==> src/rtl/dut_check_fifo.sv <==
// Synchronous FIFO for expected vectors; flush empties it in one cycle.
module dut_check_fifo #(
    parameter int DEPTH = 16,
    parameter int W     = 20
) (
    input  logic         clk,
    input  logic         rst,
    input  logic         flush,
    input  logic         push,
    input  logic         pop,
    input  logic [W-1:0] din,
    output logic [W-1:0] dout,
    output logic         full,
    output logic         empty
);
    localparam int AW = $clog2(DEPTH);

    logic [W-1:0]  mem [DEPTH];
    logic [AW-1:0] wr_ptr, rd_ptr;
    logic [AW:0]   count;
    logic          do_push, do_pop;

    // A full FIFO refuses a push even when the same cycle pops.
    assign do_push = push && !full;
    assign do_pop  = pop && !empty;
    assign full    = (count == DEPTH[AW:0]);
    assign empty   = (count == '0);
    assign dout    = mem[rd_ptr];

    always_ff @(posedge clk) begin
        if (rst || flush) begin
            wr_ptr <= '0;
            rd_ptr <= '0;
            count  <= '0;
        end else begin
            if (do_push) wr_ptr <= wr_ptr + AW'(1);
            if (do_pop)  rd_ptr <= rd_ptr + AW'(1);
            case ({do_push, do_pop})
                2'b10:   count <= count + (AW+1)'(1);
                2'b01:   count <= count - (AW+1)'(1);
                default: count <= count;
            endcase
        end
    end

    always_ff @(posedge clk) begin
        if (do_push) mem[wr_ptr] <= din;
    end

endmodule

==> config.mk <==
export PLATFORM = sky130hd
export DESIGN_NAME = dut_check_fifo
export DESIGN_NICKNAME = d
export VERILOG_FILES = /design/src/rtl/dut_check_fifo.sv
export SDC_FILE = /design/constraint.sdc
export NUM_CORES = 1
export LEC_CHECK = 0
export CORE_UTILIZATION = 25
export CTS_CLUSTER_DIAMETER = 100
export DETAILED_ROUTE_END_ITERATION = 6
export HOLD_SLACK_MARGIN = 0.03
export PLACE_DENSITY = 0.39
export SLEW_MARGIN = 20
export SYNTH_ARGS = -nofsm -noshare
export SYNTH_HDL_FRONTEND = slang
export SYNTH_SLANG_ARGS = --single-unit
export TNS_END_PERCENT = 20
==> constraint.sdc <==
create_clock -name clk -period 2.6 [get_ports clk]
set_input_delay 0.65 -clock clk [delete_from_list [all_inputs] [get_ports clk]]
set_output_delay 0.65 -clock clk [all_outputs]
set_load 0.01 [all_outputs]
== Word level (Yosys, flattened, before mapping) ==
Memories as Yosys holds them, arrays and structs flattened. A register that Yosys moved wholly into a read port is not among the register bits.
Index checks and enable logic that the tools add are counted.
W data, S select, Z words.

* Mux-type cells: 5
* Equal/unequal tests: 3
* $add $sub $neg: 4
* Reductions and logical operators: 7

{| class="wikitable"
|+ Operators with widths
! kind !! count
|-
| $pmux W5 S2 || 1
|-
| $add A4 B1 Y4 const B || 2
|-
| $mux W4 || 2
|-
| $add A5 B1 Y5 const B || 1
|-
| $eq A5 B5 Y1 const B || 1
|-
| $logic_not A5 Y1 || 1
|-
| $sub A5 B1 Y5 const B || 1
|-
| $eq A2 B1 Y1 const B || 1
|-
| $eq A2 B2 Y1 const B || 1
|-
| $logic_and A1 B1 Y1 || 2
|-
| $logic_not A1 Y1 || 2
|-
| $mux W1 || 2
|-
| $reduce_bool A2 Y1 || 1
|-
| $logic_or A1 B1 Y1 || 1
|}

* Bits in writable memories: 320
* Bits in registers: 13
* Logic and storage cells: 23
* Memories: 1
* Input bits: 25

{| class="wikitable"
|+ Memory list
! memory !! depth !! bits a word !! rd ports !! clocked after memory_dff !! write ports !! RTL line !! text
|-
| mem || 16 || 20 || 1 || 1 || 1 || 18 || <nowiki>logic [W-1:0] mem [DEPTH];</nowiki>
|}

== Depth between registers and ports, before layout ==
Gate-level depths: netlist of run 1.

* Depth after elaboration: 5
* Mapped depth: 13
* Mapped depth without buffers: 10

== Worst setup path before layout of run 1 ==
OpenSTA, ideal clock, no wires.

* Kind: register to register
* Start point: reg count[1]
* End point: reg count[4]
* Arrival time: 2.711 ns
* Data required time: 2.528 ns
* Cell stages (with the launch flop): 14
* Library setup time: 0.072 ns
* Slack: -0.182 ns
* Path buffers: 3
* Path through: dfxtp_1 buf_6 or4_4 buf_6 o21a_4 inv_1 ha_1 clkbuf_1 xor2_1 ha_1 inv_1 a21o_1 a221oi_1 mux2i_1

* Longest elaborated chain between the ends: 5

{| class="wikitable"
|+ Ends and longest elaborated chain
! item !! RTL line !! text
|-
| start, declared || 20 || <nowiki>logic [AW:0] count;</nowiki>
|-
| start signal, assigned || 39 || <nowiki>2'b10: count <= count + (AW+1)'(1);</nowiki>
|-
| start signal, assigned || 40 || <nowiki>2'b01: count <= count - (AW+1)'(1);</nowiki>
|-
| start signal, assigned || 41 || <nowiki>default: count <= count;</nowiki>
|-
| $eq A5 B5 Y1 or $logic_not A5 Y1 (tied branches) || 26, 27 ||
|-
| $logic_not A1 Y1 (on tied branches) || 24, 25 ||
|-
| $logic_and A1 B1 Y1 (on tied branches) || 24, 25 ||
|-
| $eq A2 B1 Y1 or $eq A2 B2 Y1 (tied branches) || 38 || <nowiki>case ({do_push, do_pop})</nowiki>
|-
| $pmux W5 S2 or $reduce_bool A2 Y1 (tied branches) || - ||
|}

Several ways; a longest one is shown, not always the timed one.
A chain may end at the register's enable or synchronous reset.

==> results of run 1 <==
[state kept, by name, summed over array words and instances (netlist names), named ones only]
name and flops:
count 5, rd_ptr 4, wr_ptr 4, mem 320
[routing by layer]
| metal | up-vias | GRT usage [%] | share of wire [%] |
|---|---|---|---|
| met3 | 42 | 2.26 | 4.0 |
| met4 | 0 | 2.94 | 1.7 |
| li1 | 2835 | - | - |
| met5 | - | 0 | 0 |
| met1 | 3533 | 17.3 | 45 |
| met2 | 134 | 21.8 | 49 |
[cell usage after synthesis]
master	instances	area share [%]
or4_1	1	0.058
o21a_4	1	0.12
and3_1	1	0.048
nand2b_1	3	0.14
and3b_2	1	0.077
edfxtp_1	320	74
and4b_1	1	0.077
and2_1	1	0.048
o211ai_1	4	0.23
o21a_1	2	0.12
mux2i_1	4	0.31
o21ai_4	1	0.13
nand2_1	29	0.84
o211ai_2	2	0.19
inv_1	8	0.23
dfxtp_1	17	2.6
nor3b_1	2	0.12
mux4_2	80	14
o21ai_0	2	0.077
nor3_1	4	0.15
a21o_1	1	0.058
buf_2	9	0.35
a22oi_1	40	2.3
o221ai_1	1	0.068
clkbuf_1	23	0.67
nor2b_1	2	0.096
xor2_1	6	0.41
buf_6	2	0.17
a221oi_1	1	0.068
ha_1	8	0.77
xnor2_1	1	0.068
nor2_1	30	0.87
or2_2	1	0.048
nand3_1	2	0.077
a21oi_1	2	0.077
or4_4	1	0.087
or3_1	2	0.096
a211oi_1	1	0.058
nand3b_1	1	0.058
[layout by cell type (no fill, tap or decap), types with 9 or more instances in the layout]
cell type,n
nand2_1,22
buf_12,31
clkinv_2,9
clkdlybuf4s50_1,24
edfxtp_1,320
clkbuf_16,39
dfxtp_1,15
buf_2,12
nor2_1,17
nor2_2,13
buf_6,17
a22oi_2,33
buf_4,37
mux4_2,80
[stage by stage]
step                hold slack (ns)  instance area, um^2  power (uW)
floorplan                     0.469                13000        6300
global placement              0.493                15000        6540
detailed placement            0.527                15000        6550
CTS                           0.539                16600       11800
global route                  0.581                16700       12000
finish                        0.540                16700       11600
[power by group]
part | switching [uW] | leakage, uW | internal, uW
Sequential | 11.9 | 0.00303 | 5980
Clock | 2080 | 0.000588 | 3040
Combinational | 249 | 0.00165 | 231
Total | 2340 | 0.00527 | 9250
[cell type report]
| class | count | area share (%) |
|---|---|---|
| sequential | 337 | 59.8 |
| multi-input combinational | 239 | 18.5 |
| timing repair buffer | 131 | 9.32 |
| clock buffer | 46 | 6.01 |
| tap | 680 | 5.11 |
| clock inverter | 22 | 1.10 |
| inverter | 8 | 0.180 |
[worst paths after layout]
path / endpoint / start
worst min-delay path: flop / rd_ptr[2]
worst min register to register: flop / rd_ptr[2]
worst max register to register: count[4] / count[0]
worst max-delay path: dout[19] / flop
[critical path, cell delays in order, from the launching register on]
cell     delay [ns]
dfxtp_4        0.40
buf_12         0.14
buf_8          0.11
buf_12         0.10
buf_12         0.13
mux4_2         0.51
a22oi_2        0.18
nand2_1        0.07
buf_2          0.14
[logic make-up (layout without fill, tap and decap cells)]
| logic type | count (synthesis) | after routing | synth area share (%) |
|---|---|---|---|
| AND/OR/NAND/NOR | 82 | 82 | 2.89 |
| adder cells (fa/ha/maj) | 8 | 8 | 0.772 |
| buffers and inverters | 42 | 207 | 1.42 |
| multiplexers | 84 | 84 | 14.2 |
| XOR/XNOR | 7 | 7 | 0.473 |
| flip-flops | 337 | 337 | 76.7 |
| AO/OA/AOI/OAI | 58 | 58 | 3.50 |
[repair_timing]
action / 4_1_cts / 5_1_grt
endpoints found under the setup margin: 22 / 22
buffers inserted: 16 / 2
gates resized for setup: 147 / 13
hold endpoints to repair: 0 / 0
gates cloned: 3 / 0
pin swaps: 38 / 10
==> results.json, run 1 <==
{
  "peakVddDrop_uv": 481,
  "slew_viol_final": 0,
  "failed_checks": "setup timing",
  "maxCapViolations": 0,
  "r2r_setup_slack_ns": 0.09,
  "grt_pass1_vias": 7227,
  "dpl.hpwl_um": 19600,
  "insertion_delay_ns": 0.52,
  "tightest_slew_ns": 0.587,
  "fin_skew_ns": 0.0126,
  "utilization_pct": 32.5,
  "clock-sinks": 337,
  "wl_per_cell_um": 22.9,
  "worst_slack_ns": -0.341,
  "synth_cells": 618,
  "row_count": 83,
  "dieArea_um2": 52800,
  "num_io_pins": 47,
  "yosys_warnings": 0,
  "syn_avg_cell_area_um2": 21.0,
  "ys_ff_latch": 337,
  "r2r_cells": 10,
  "clockBufferDepth": 3,
  "antenna_cells": 0,
  "endpoint_kind": "primary output",
  "track_usage_pct": 12.9,
  "synth_area_um2": 13000,
  "p_per_area_nw_per_um2": 696,
  "die_w_um": 230,
  "cp.required_ns": 1.95,
  "fin_crit_sh_pct": 113,
  "placed_cells": 1376,
  "crit_path_start_kind": "flop",
  "drt-initial-drc-count": 414,
  "hp-class": "reg -> reg",
  "ant_nets": 0,
  "vias": 6544,
  "cts_buffers": 38,
  "cts_hold_buf": 0,
  "hold_depth": 2,
  "gp_congestion": 0.711,
  "fin_cells": 1463,
  "drive_gt1_share_pct": 39.3,
  "h-tree-depth": 2,
  "core_um2": 51300,
  "tns_ns": -5.13,
  "antenna_found_initial": 1,
  "areaGrowthSynthToFinish_pct": 28.5,
  "multi_input_area_um2": 3090,
  "cp_max_fo": 8,
  "regArea_um2": 9960,
  "ys_types": 39,
  "nFillCells": 4936,
  "drc": 0,
  "io_buffers": 46,
  "dr.pass1.iters": 4,
  "nets": 788,
  "setup_viol": 20,
  "cts_root_buffer": "clkbuf_16",
  "arrival_ns": 2.29,
  "syn_nets": 651,
  "clkTransAtPathRegs_ns": 0.05,
  "fmax_mhz": 340,
  "seq_area_frac_synth_pct": 76.7,
  "p_leak_uw": 0.00527,
  "dp_slack_ns": -0.199,
  "grt_first_pass_wirelength_um": 49200,
  "overflow": 0,
  "path_class": "reg -> out",
  "fp.dieH_um": 230,
  "period_minus_slack_ns": 2.94,
  "finalHoldViolCount": 0,
  "start_util_pct": 25.3,
  "wl_um": 33500,
  "slew_headroom_pct": 60.7,
  "grt_max_degree": 24,
  "cts_tree": "yes",
  "rsz0062_at_grt": "true",
  "via_per_inst": 4.47,
  "run_status": "finished, violations left"
}
Note: power is estimated with default switching activity, not from simulation.
==> inputs of run 2 (changes only) <==
--- a/config.mk
+++ b/config.mk
@@ -10,6 +10,7 @@
 export DETAILED_ROUTE_END_ITERATION = 6
 export HOLD_SLACK_MARGIN = 0.03
 export PLACE_DENSITY = 0.39
+export SETUP_SLACK_MARGIN = 0.2
 export SLEW_MARGIN = 20
 export SYNTH_ARGS = -nofsm -noshare
 export SYNTH_HDL_FRONTEND = slang
==> run 2 against run 1 <==
Compared with the run above:
- the run still ends with setup timing left
- flip-flop and latch count stayed put
- worst hold slack barely moved
- final cell count is 0.14% higher
- routed wire length about the same
- clock power about the same
- sequential power about the same
- clock skew increased by 0.0020 ns
- power hardly changed
- combinational power rose by 2%
- critical path type unchanged
- largest cell class unchanged
==> results.json, run 2 (synthesis gave the netlist of run 1 again) <==
{
  "run_status": "finished, violations left",
  "failed_checks": "setup timing",
  "overflow": 0,
  "start_util_pct": 25.3,
  "fin_area_um2": 16700,
  "antenna_found_initial": 1,
  "p_per_area_nw_per_um2": 694,
  "place_area_um2": 15000,
  "fmax_mhz": 341,
  "clockBufferDepth": 3,
  "track_usage_pct": 13.0,
  "hp-class": "reg -> reg",
  "fin_skew_ns": 0.0145,
  "regArea_um2": 9960,
  "arrival_ns": 2.29,
  "clkTransAtPathRegs_ns": 0.05,
  "mostFrequentLayoutCells": "edfxtp_1 (320), mux4_2 (80), clkbuf_16 (39)",
  "clock-sinks": 337,
  "fin_crit_sh_pct": 113,
  "cts_root_buffer": "clkbuf_16",
  "period_minus_slack_ns": 2.94,
  "antenna_cells": 0,
  "cp.required_ns": 1.95,
  "vias": 6539,
  "rsz0062_at_grt": "true",
  "io_buffers": 46,
  "row_count": 83,
  "gp_congestion": 0.711,
  "wl_um": 33500,
  "dr.pass1.iters": 4,
  "crit_path_start_kind": "flop",
  "via_per_inst": 4.46,
  "grt_first_pass_wirelength_um": 49300,
  "finalHoldViolCount": 0,
  "slew_headroom_pct": 60.7,
  "min_from": "rd_ptr[2]",
  "h-tree-depth": 2,
  "placed_cells": 1376,
  "areaGrowthSynthToFinish_pct": 28.9,
  "num_io_pins": 47,
  "core_um2": 51300,
  "drc": 0,
  "final_common_cell": "edfxtp_1",
  "dpl.hpwl_um": 19600,
  "p_total_uw": 11600,
  "nets": 790,
  "setup_viol": 20,
  "cts_tree": "yes",
  "reg2reg_from": "count[0]",
  "hold_depth": 2,
  "cts_hold_buf": 0,
  "maxCapViolations": 0,
  "endpoint_kind": "primary output",
  "fin_cells": 1465,
  "tightest_slew_ns": 0.588,
  "timing.rr.end": "count[2]",
  "cts_buffers": 38,
  "utilization_pct": 32.6,
  "cp_max_fo": 8,
  "multi_input_area_um2": 3100,
  "ant_nets": 0,
  "insertion_delay_ns": 0.53,
  "grt_pass1_vias": 7251,
  "fp.dieH_um": 230,
  "worst_slack_ns": -0.336,
  "die_w_um": 230,
  "reg_top3": "mem x320, count x5",
  "peakVddDrop_uv": 482,
  "drive_gt1_share_pct": 40.5,
  "p_leak_uw": 0.00528,
  "drt-initial-drc-count": 454,
  "largest_reg_flops": 320,
  "r2r_setup_slack_ns": 0.13,
  "r2r_cells": 10,
  "nFillCells": 4933,
  "path_class": "reg -> out",
  "largest_register": "mem",
  "grt_max_degree": 24,
  "wl_per_cell_um": 22.9,
  "slew_viol_final": 0,
  "dieArea_um2": 52800
}
==> run 2: changes by cell type in the layout (fill, tap and decap cells not counted), moves of 2 or more <==
cell / before / now
buf_2: 12 / 14
buf_6: 17 / 19
dlygate4sd2_1: 2 / 0
inv_1: 8 / 5
inv_2: 0 / 3
==> run 2: layer usage <==
layer | part of all wire, % | track usage, %
met1 | 44 | 17.3
met2 | 50 | 21.9
met3 | 4.8 | 2.26
met4 | 1.7 | 2.94
met5 | 0 | 0
==> run 2: critical path, cell delays in order (launching register included) <==
cell,delay [ns]
dfxtp_4,0.39
buf_12,0.13
buf_8,0.11
buf_12,0.10
buf_12,0.13
mux4_2,0.51
a22oi_2,0.18
nand2_1,0.07
buf_2,0.14
==> run 2: how the worst max path moves through the flow <==
stage | from | to | cells after the start
2_1_floorplan | count[2] | mem[1][0] | 5
3_3_place_gp | flop | dout[1] | 6
3_5_place_dp | flop | dout[1] | 6
4_1_cts | flop | dout[12] | 7
5_1_grt | flop | dout[19] | 8
6_report | flop | dout[19] | 8
==> run 2: metrics by stage <==
stage | setup TNS, ns | worst slack [ns] | hold WS (ns)
floorplan | -6.79 | -0.148 | 0.469
global placement | -2.70 | -0.198 | 0.493
detailed placement | -2.97 | -0.199 | 0.527
CTS | -6.50 | -0.403 | 0.539
global route | -7.22 | -0.462 | 0.580
finish | -5.16 | -0.336 | 0.540
==> run 2: final cells by class <==
| class | instances | area share (%) |
|---|---|---|
| tap | 680 | 5.09 |
| multi-input combinational | 239 | 18.6 |
| timing repair buffer | 133 | 9.50 |
| sequential | 337 | 59.6 |
| inverter | 8 | 0.180 |
| clock buffer | 46 | 6.00 |
| clock inverter | 22 | 1.09 |
==> run 2: power breakdown <==
group / internal, uW / switching, uW
Combinational: 237 / 251
Sequential: 5980 / 11.7
Clock: 3040 / 2080
==> run 2: timing repair <==
action / CTS / global route
gates resized for setup: 161 / 14
endpoints found under the setup margin: 24 / 23
gates cloned: 3 / 0
setup buffers: 16 / 2
pin swaps: 47 / 14
==> inputs of run 3 (changes only) <==
--- a/config.mk
+++ b/config.mk
@@ -5,6 +5,7 @@
 export SDC_FILE = /design/constraint.sdc
 export NUM_CORES = 1
 export LEC_CHECK = 0
+export CAP_MARGIN = 20
 export CORE_UTILIZATION = 25
 export CTS_CLUSTER_DIAMETER = 100
 export DETAILED_ROUTE_END_ITERATION = 6
==> results of run 3 <==
Same layout as run 2: the final DEF is identical, and so are final timing and power.
